$ cat src/rtl/rf_writeback_queue.sv
// rf_writeback_queue
//   Collects ALU and load results over valid/ready handshakes into a
//   DEPTH-entry FIFO and drains one entry per cycle onto the registered
//   register-file write port. Also reports which registers have writes in
//   flight, so that issue logic can stall reads of them.
//
// Ports
//   clock, reset            rising-edge clock; asynchronous active-low reset
//   alu_valid/ready/reg/data ALU producer handshake and payload
//   ld_valid/ready/reg/data  load producer handshake and payload
//   rf_write/rf_reg/rf_data  registered register-file write port
//   rd_reg1/rd_reg2          registers queried for pending writes
//   pend1/pend2              combinational pending status of rd_reg1/rd_reg2
//   busy_mask                per-register in-flight write mask
//   count                    FIFO occupancy, excluding the output register
module rf_writeback_queue #(
  parameter int DEPTH  = 4,
  parameter int DATA_W = 32,
  parameter int ADDR_W = 5
) (
  input  logic                     clock,
  input  logic                     reset,
  input  logic                     alu_valid,
  output logic                     alu_ready,
  input  logic [ADDR_W-1:0]        alu_reg,
  input  logic [DATA_W-1:0]        alu_data,
  input  logic                     ld_valid,
  output logic                     ld_ready,
  input  logic [ADDR_W-1:0]        ld_reg,
  input  logic [DATA_W-1:0]        ld_data,
  output logic                     rf_write,
  output logic [ADDR_W-1:0]        rf_reg,
  output logic [DATA_W-1:0]        rf_data,
  input  logic [ADDR_W-1:0]        rd_reg1,
  input  logic [ADDR_W-1:0]        rd_reg2,
  output logic                     pend1,
  output logic                     pend2,
  output logic [(1<<ADDR_W)-1:0]   busy_mask,
  output logic [$clog2(DEPTH):0]   count
);

  localparam int PTR_W = $clog2(DEPTH);
  localparam int CNT_W = PTR_W + 1;

  logic [ADDR_W-1:0] q_reg  [DEPTH];
  logic [DATA_W-1:0] q_data [DEPTH];

  logic [PTR_W-1:0] wptr;
  logic [PTR_W-1:0] rptr;
  logic [PTR_W-1:0] alu_slot;
  logic             rr;
  logic             pop;
  logic [CNT_W:0]   free;
  logic             free_one;
  logic             free_many;
  logic             contend;
  logic             acc_ld;
  logic             acc_alu;

  // The head leaves every cycle the FIFO is non-empty, so its slot is
  // reusable on the same edge.
  always_comb begin
    pop       = (count != '0);
    free      = (CNT_W+1)'(DEPTH) - (CNT_W+1)'(count) + (CNT_W+1)'(pop);
    free_one  = (free == (CNT_W+1)'(1));
    free_many = (free >  (CNT_W+1)'(1));
    contend   = free_one && alu_valid && ld_valid;
    ld_ready  = 1'b0;
    alu_ready = 1'b0;
    if (free_many) begin
      ld_ready  = 1'b1;
      alu_ready = 1'b1;
    end else if (free_one) begin
      // Single slot: an uncontested producer takes it, otherwise rr picks.
      ld_ready  = !alu_valid || !rr;
      alu_ready = !ld_valid  ||  rr;
    end
    acc_ld   = ld_valid  && ld_ready;
    acc_alu  = alu_valid && alu_ready;
    // Load entry goes ahead of the ALU entry on a dual accept.
    alu_slot = wptr + PTR_W'(acc_ld);
  end

  // Storage carries no reset: only pointers/count decide what is valid.
  always_ff @(posedge clock) begin
    if (acc_ld) begin
      q_reg[wptr]  <= ld_reg;
      q_data[wptr] <= ld_data;
    end
    if (acc_alu) begin
      q_reg[alu_slot]  <= alu_reg;
      q_data[alu_slot] <= alu_data;
    end
  end

  always_ff @(posedge clock or negedge reset) begin
    if (!reset) begin
      wptr     <= '0;
      rptr     <= '0;
      count    <= '0;
      rr       <= 1'b0;
      rf_write <= 1'b0;
      rf_reg   <= '0;
      rf_data  <= '0;
    end else begin
      wptr     <= wptr + PTR_W'(acc_ld) + PTR_W'(acc_alu);
      rptr     <= rptr + PTR_W'(pop);
      count    <= count + CNT_W'(acc_ld) + CNT_W'(acc_alu) - CNT_W'(pop);
      rf_write <= pop;
      if (contend) rr <= ~rr;
      if (pop) begin
        rf_reg  <= q_reg[rptr];
        rf_data <= q_data[rptr];
      end
    end
  end

  always_comb begin
    busy_mask = '0;
    for (int unsigned i = 0; i < DEPTH; i++) begin
      if (CNT_W'(i) < count)
        busy_mask[q_reg[PTR_W'(rptr + PTR_W'(i))]] = 1'b1;
    end
    if (rf_write) busy_mask[rf_reg] = 1'b1;
    pend1 = busy_mask[rd_reg1];
    pend2 = busy_mask[rd_reg2];
  end

endmodule

$ cat config.mk
export PLATFORM = sky130hd
export DESIGN_NAME = rf_writeback_queue
export DESIGN_NICKNAME = d
export VERILOG_FILES = /design/src/rtl/rf_writeback_queue.sv
export SDC_FILE = /design/constraint.sdc
export NUM_CORES = 1
export LEC_CHECK = 0
export CAP_MARGIN = 40
export CORE_MARGIN = 1
export CORE_UTILIZATION = 56
export DETAILED_ROUTE_END_ITERATION = 7
export GPL_TIMING_DRIVEN = 0
export PLACE_DENSITY = 0.83
export REMOVE_ABC_BUFFERS = 1
export SYNTH_ARGS = -nofsm -noshare
export SYNTH_HDL_FRONTEND = slang
export SYNTH_SLANG_ARGS = --single-unit
$ cat constraint.sdc
create_clock -name clock -period 7.4 [get_ports clock]
set_input_delay 1.48 -clock clock [delete_from_list [all_inputs] [get_ports clock]]
set_output_delay 1.48 -clock clock [all_outputs]
set_load 0.05 [all_outputs]
==> results of run 1 <==
==> worst register-to-register path, delay by kind of cell, from the launching register on <==
kind	cells	cell delay (ns)
AND/OR/NAND/NOR	4	2.19
flip-flops	1	0.54
XOR/XNOR	1	0.41
AO/OA/AOI/OAI	2	0.80
buffers and inverters	4	0.76
adder cells (fa/ha/maj)	3	0.65
==> how the worst min path moves through the flow <==
stage	to	slack [ns]	cells after the start
floorplan	rr$_DFFE_PN0P_	0.46	1
global placement	rr$_DFFE_PN0P_	0.48	1
detailed placement	rf_data[2]$_DFFE_PN0P_	0.49	1
CTS	rf_data[17]$_DFFE_PN0P_	0.51	1
global route	rf_data[17]$_DFFE_PN0P_	0.53	1
finish	rf_data[17]$_DFFE_PN0P_	0.51	1
==> logic make-up (layout without fill, tap and decap cells) <==
group / after synthesis / in the layout / share of synthesized area [%]
adders and majority gates: 11 / 11 / 1.29
DFF: 194 / 194 / 47.4
buffers and inverters: 79 / 237 / 2.98
AOI/OAI and AO/OA: 126 / 126 / 8.00
xor gates and xnor gates: 6 / 6 / 0.445
and+or+nand+nor: 243 / 243 / 12.4
muxes: 236 / 236 / 27.5
==> per-stage QoR <==
stage	TNS, ns	util, %	setup slack [ns]	hold WS (ns)	std cells
5_1_grt	0	70.9	0.699	0.533	1323
2_1_floorplan	-84.37	-	-1.10	0.464	839
3_5_place_dp	0	68.1	1.42	0.491	1291
3_3_place_gp	-1171.12	66.2	-6.90	0.481	1273
4_1_cts	0	70.9	0.972	0.514	1323
6_report	0	70.9	0.807	0.513	1323
==> cell usage in the layout (no fill, tap or decap), types with 8 or more instances in the layout <==
cell	count
dfrtp_1	44
inv_1	23
or3_1	28
nor3_1	25
nor2b_1	8
nor2_1	26
nand2b_1	17
clkdlybuf4s50_1	163
o21ai_0	17
o22ai_1	31
mux4_2	52
o32ai_1	15
o31ai_1	13
nor4_1	18
clkbuf_16	17
mux2_2	184
nand2_1	41
edfxtp_1	148
ha_1	9
==> layer usage <==
metal / GRT usage [%] / up-vias
met5: 0 / -
met4: 14.6 / 2
met3: 6.12 / 101
met2: 54.4 / 502
met1: 40.2 / 4478
li1: - / 3910
==> area by class of cell <==
| cell class | count | area [sq um] | area share [%] |
|---|---|---|---|
| multi-input combinational | 622 | 5910 | 40.7 |
| sequential | 194 | 5600 | 38.6 |
| timing repair buffer | 182 | 1980 | 13.6 |
| clock buffer | 19 | 433 | 2.99 |
| tap | 270 | 338 | 2.33 |
| clock inverter | 13 | 153 | 1.05 |
| inverter | 23 | 86.3 | 0.596 |
==> cell usage after synthesis, types with 5 or more instances <==
cell type    n  area (sq um)
nor2_1      26          97.6
buf_1        8          30.0
o32ai_1     15           131
inv_1       23          86.3
o31ai_1     14           105
nor3b_1      6          45.0
mux4_2      52          1170
o22ai_1     31           194
or3_1       30           188
nor4b_1      7          61.3
nor4_1      18           113
dfrtp_1     46          1150
nor2b_1      8          50.1
nand3_1      6          30.0
nand2b_1    17           106
nand4b_1     6          52.6
clkbuf_1    36           135
mux2_2     184          2070
or4b_1       5          50.1
nand2_1     43           161
nor3_1      26           130
edfxtp_1   148          4440
nand3b_1     5          37.5
nand4_1      6          37.5
o311ai_0     5          43.8
ha_1         9           113
o21ai_0     18          90.1
==> run_results.csv, run 1 <==
group,metric,value,unit
timing,slew_headroom,32.3,%
critical_path,rrSetupSlack,1.74,ns
hold_path,holdCritPathClass,"flop to flop",
timing,rsz0062_at_grt,"no",
clock_tree,cts_made_buffers,17,
placed_design,placed_area,13900,sq um
detailed_routing,num_vias,8993,
synth,netlist_instances,895,
layout,syn_to_final_growth,22.8,%
synth,yosys_warnings,0,
critical_path,reg2reg_from,"count[2]$_DFF_PN0_",
critical_path,endpoint,"pend1",
critical_path,path_class,"flop to output pin",
critical_path,slowest_delay,0.88,ns
critical_path,critPathBufInv,2,
synth,synthesis.area,11800,sq um
layout,stdcell_area,14500,sq um
timing,tightest_slew,1.01,ns
clock_tree,postCtsHoldBufs,0,
timing,final_hold_viol_count,0,
critical_path,r2r_cells,14,
timing,fin_crit_sh,89.1,%
detailed_routing,drcViolationCount,0,
clock_tree,cts.path.max_buffers,2,
layout,layout-drive-gt1-share,29.7,%
detailed_routing,routed_wl,33900,um
clock_tree,cts.clk_slew.worst_paths,0.07,ns
floorplan,rows,52,
grt,grt_pass1_vias,9205,
floorplan,die_area,21700,sq um
detailed_routing,via_per_inst,6.80,
placed_design,dp_hpwl,23800,um
critical_path,cp_num_cells,9,
detailed_routing,dr.pass1.iters,8,
detailed_routing,ant_nets,0,
critical_path,critPathRequiredTime,5.92,ns
synth,synth.ff_latch_count,194,
critical_path,worstSetupStartpointType,"flop",
synth,syn_area_per_cell,13.2,sq um
floorplan,coreArea,20400,sq um
layout,largest_reg_flops,128,
critical_path,r2r_end,"q_reg[1][2]$_DFFE_PP_",
layout,fill_cells,1381,
synth,synthFlopType,"edfxtp_1",
clock_tree,cts_root_buf,"clkbuf_16",
floorplan,die_w,147,um
synth,async_flop_share,23.7,%
timing,finalSetupViolCount,0,
detailed_routing,top_layer_used,"met5",
critical_path,endpoint_kind,"output pin",
synth,synth_cell_types,72,
placed_design,io_buffers,164,
synth,synth_edf_count,148,
clock_tree,post_cts_buffers,0,
floorplan,die_h,147,um
placed_design,routabilityCongestion,1.03,
critical_path,path_cells,"buf_12 -> mux4_2 -> nand2b_1 -> o32ai_1 -> nor4_1 -> o311ai_0 -> a211oi_1 -> nor4_2 -> clkdlybuf4s50_1",
detailed_routing,met2_length,16900,um
outcome,outcome,"complete, no violations",
grt,grt_first_pass_wirelength,52600,um
clock_tree,cts_resized,0,
detailed_routing,routedLengthMet1,13100,um
critical_path,critPathSlowestCell,"dfrtp_2",
detailed_routing,met3_length,2630,um
floorplan,start_util,57.8,%
synth,ys_seq_area_share,47.4,%
grt,overflow,0,
layout,insertedDiodeCount,0,
clock_tree,cts_tree,"built",
clock_tree,clock-sinks,194,
critical_path,crit_family,"simple AND/OR/NAND/NOR gates",
timing,skew,0.0110,ns
clock_tree,clkLatencyLatePin,0.44,ns
detailed_routing,wire_per_inst,25.6,um
grt,track_usage,32.2,%
detailed_routing,drt-initial-drc-count,736,
grt,grt_start_max_net_pins,33,
critical_path,arrival,5.11,ns
grt,antenna_found_initial,1,
timing,fmax,152,MHz
critical_path,cp-startpoint,"rptr[1]$_DFF_PN0_",
hold_path,worstHoldStart,"rf_data[17]$_DFFE_PN0P_",
critical_path,worstPathMaxFanout,27,
timing,maxSlewViolCount,0,
run,maxCapViolCount,0,
layout,final_nets,1139,
clock_tree,htree_levels,4,
floorplan,io_pins,165,
timing,period_minus_slack,6.59,ns
Power of run 1 is not shown: default switching activity piles up to over one toggle a cycle in this logic, so the estimate is an artifact.
==> inputs of run 2 (changes only) <==
- GPL_ROUTABILITY_DRIVEN: default -> 0
==> run 2 against run 1 <==
Net effect:
- the flow now finishes with violations (design-rule violations)
- count of clock-buffer cells in the layout unchanged
- first-iteration DRC count up 60%
- routed wire length shrank 2.1%
- utilization barely moved
- fmax shrank 0.18%
- global-route usage down 0.74 points
- hold slack lost 0.0056 ns
- clock skew shrank 0.0027 ns
- critical endpoint is now pend2
==> run_results.csv, run 2 (synthesized netlist as in run 1, its figures left out) <==
group,metric,value,unit
clock_tree,cts.path.max_buffers,2,
detailed_routing,drt-initial-drc-count,1175,
detailed_routing,via_per_inst,6.91,
timing,rsz0062_at_grt,"no",
layout,stdcell_count,1323,
critical_path,path_class,"flop to output pin",
clock_tree,cts_made_buffers,17,
grt,grt_first_pass_wirelength,51800,um
run,maxCapViolCount,0,
placed_design,io_buffers,164,
timing,finalSetupViolCount,0,
detailed_routing,num_vias,9142,
layout,insertedDiodeCount,0,
critical_path,worstSetupStartpointType,"flop",
detailed_routing,routed_wl,33200,um
clock_tree,post_cts_buffers,0,
clock_tree,htree_levels,4,
clock_tree,cts_tree,"built",
layout,final_common_cell,"mux2_2",
timing,skew,0.00836,ns
critical_path,endpoint_kind,"output pin",
grt,grt_pass1_vias,9123,
detailed_routing,drcViolationCount,5,
critical_path,rrSetupSlack,1.96,ns
clock_tree,postCtsHoldBufs,0,
layout,final_cell_mix,"mux2_2 (184), clkdlybuf4s50_1 (163), edfxtp_1 (148)",
clock_tree,cts_root_buf,"clkbuf_16",
critical_path,critPathRequiredTime,5.92,ns
critical_path,path_cells,"buf_12 -> mux4_2 -> or3_1 -> o32ai_1 -> nor4b_1 -> o311ai_0 -> a211oi_1 -> nor4_2 -> clkdlybuf4s50_1",
layout,largest_reg_flops,128,
detailed_routing,wire_per_inst,25.1,um
critical_path,arrival,5.12,ns
clock_tree,cts.clk_slew.worst_paths,0.07,ns
hold_path,worstHoldStart,"rf_data[19]$_DFFE_PN0P_",
critical_path,critPathBufInv,2,
grt,antenna_found_initial,1,
layout,fin_util,71.0,%
timing,maxSlewViolCount,0,
outcome,failed_checks,"design-rule violations",
critical_path,slowest_delay,0.84,ns
timing,slew_headroom,40.0,%
grt,grt_start_max_net_pins,33,
critical_path,reg2reg_from,"count[2]$_DFF_PN0_",
placed_design,dp_hpwl,22500,um
floorplan,start_util,57.8,%
critical_path,critPathSlowestCell,"clkdlybuf4s50_1",
critical_path,worstPathMaxFanout,31,
floorplan,coreArea,20400,sq um
layout,layout-drive-gt1-share,29.7,%
floorplan,rows,52,
critical_path,cp-startpoint,"rptr[0]$_DFF_PN0_",
placed_design,placed_area,13900,sq um
hold_path,hold_path_end,"rf_data[19]$_DFFE_PN0P_",
floorplan,io_pins,165,
floorplan,die_w,147,um
hold_path,holdCritPathClass,"flop to flop",
timing,setup_tns,0,ns
floorplan,die_area,21700,sq um
clock_tree,cts_resized,0,
detailed_routing,dr.pass1.iters,8,
timing,final_hold_viol_count,0,
floorplan,die_h,147,um
layout,stdcell_area,14500,sq um
timing,tightest_slew,0.892,ns
layout,final_nets,1139,
clock_tree,clock-sinks,194,
detailed_routing,ant_nets,0,
hold_path,holdPathStages,1,
timing,period_minus_slack,6.60,ns
grt,track_usage,31.4,%
clock_tree,clkLatencyLatePin,0.43,ns
critical_path,cp_num_cells,9,
critical_path,r2r_end,"q_data[3][3]$_DFFE_PP_",
critical_path,r2r_cells,14,
critical_path,crit_family,"compound AO/OA/AOI/OAI gates",
layout,syn_to_final_growth,22.9,%
timing,fmax,151,MHz
placed_design,dp_cells,1291,
grt,overflow,0,
timing,fin_crit_sh,89.3,%
outcome,outcome,"finished, violations left",
==> run 2: how the worst max path moves through the flow <==
stage,slack (ns),endpoint
after floorplan,-1.10,q_data[2][0]$_DFFE_PP_
after global placement,-6.78,q_data[2][10]$_DFFE_PP_
after detailed placement,1.36,pend2
after CTS,0.90,pend2
after global routing,0.65,pend2
final,0.80,pend2
==> run 2: layout make-up <==
type / count / area [sq um]
Timing Repair Buffer: 182 / 1990
Multi-Input combinational cell: 622 / 5910
Fill cell: 1325 / 5930
Clock buffer: 19 / 433
Sequential cell: 194 / 5600
Inverter: 23 / 86.3
Clock inverter: 13 / 150
Tap cell: 270 / 338
==> run 2: routing by layer <==
| metal | vias to the layer above | GRT usage [%] | routed length (um) |
|---|---|---|---|
| met2 | 666 | 52.2 | 16200 |
| met1 | 4431 | 39.5 | 12200 |
| li1 | 3920 | - | - |
| met5 | - | 0 | 0 |
| met3 | 125 | 6.89 | 3550 |
| met4 | 0 | 14.3 | 1250 |
==> run 2: through the flow <==
stage / hold WS (ns) / setup WS (ns)
floorplan: 0.464 / -1.10
global placement: 0.478 / -6.78
detailed placement: 0.492 / 1.36
CTS: 0.507 / 0.900
global route: 0.531 / 0.652
finish: 0.508 / 0.795
==> run 2: worst reg2reg max path: cells and delay by family (launching register included) <==
kind	cells	cell delay, ns
buf+inv	4	0.76
flops	1	0.54
fa+ha+maj	3	0.65
xor+xnor	1	0.27
compound gates	2	0.77
simple gates	4	2.15
Power of run 2 is left out for the same reason.
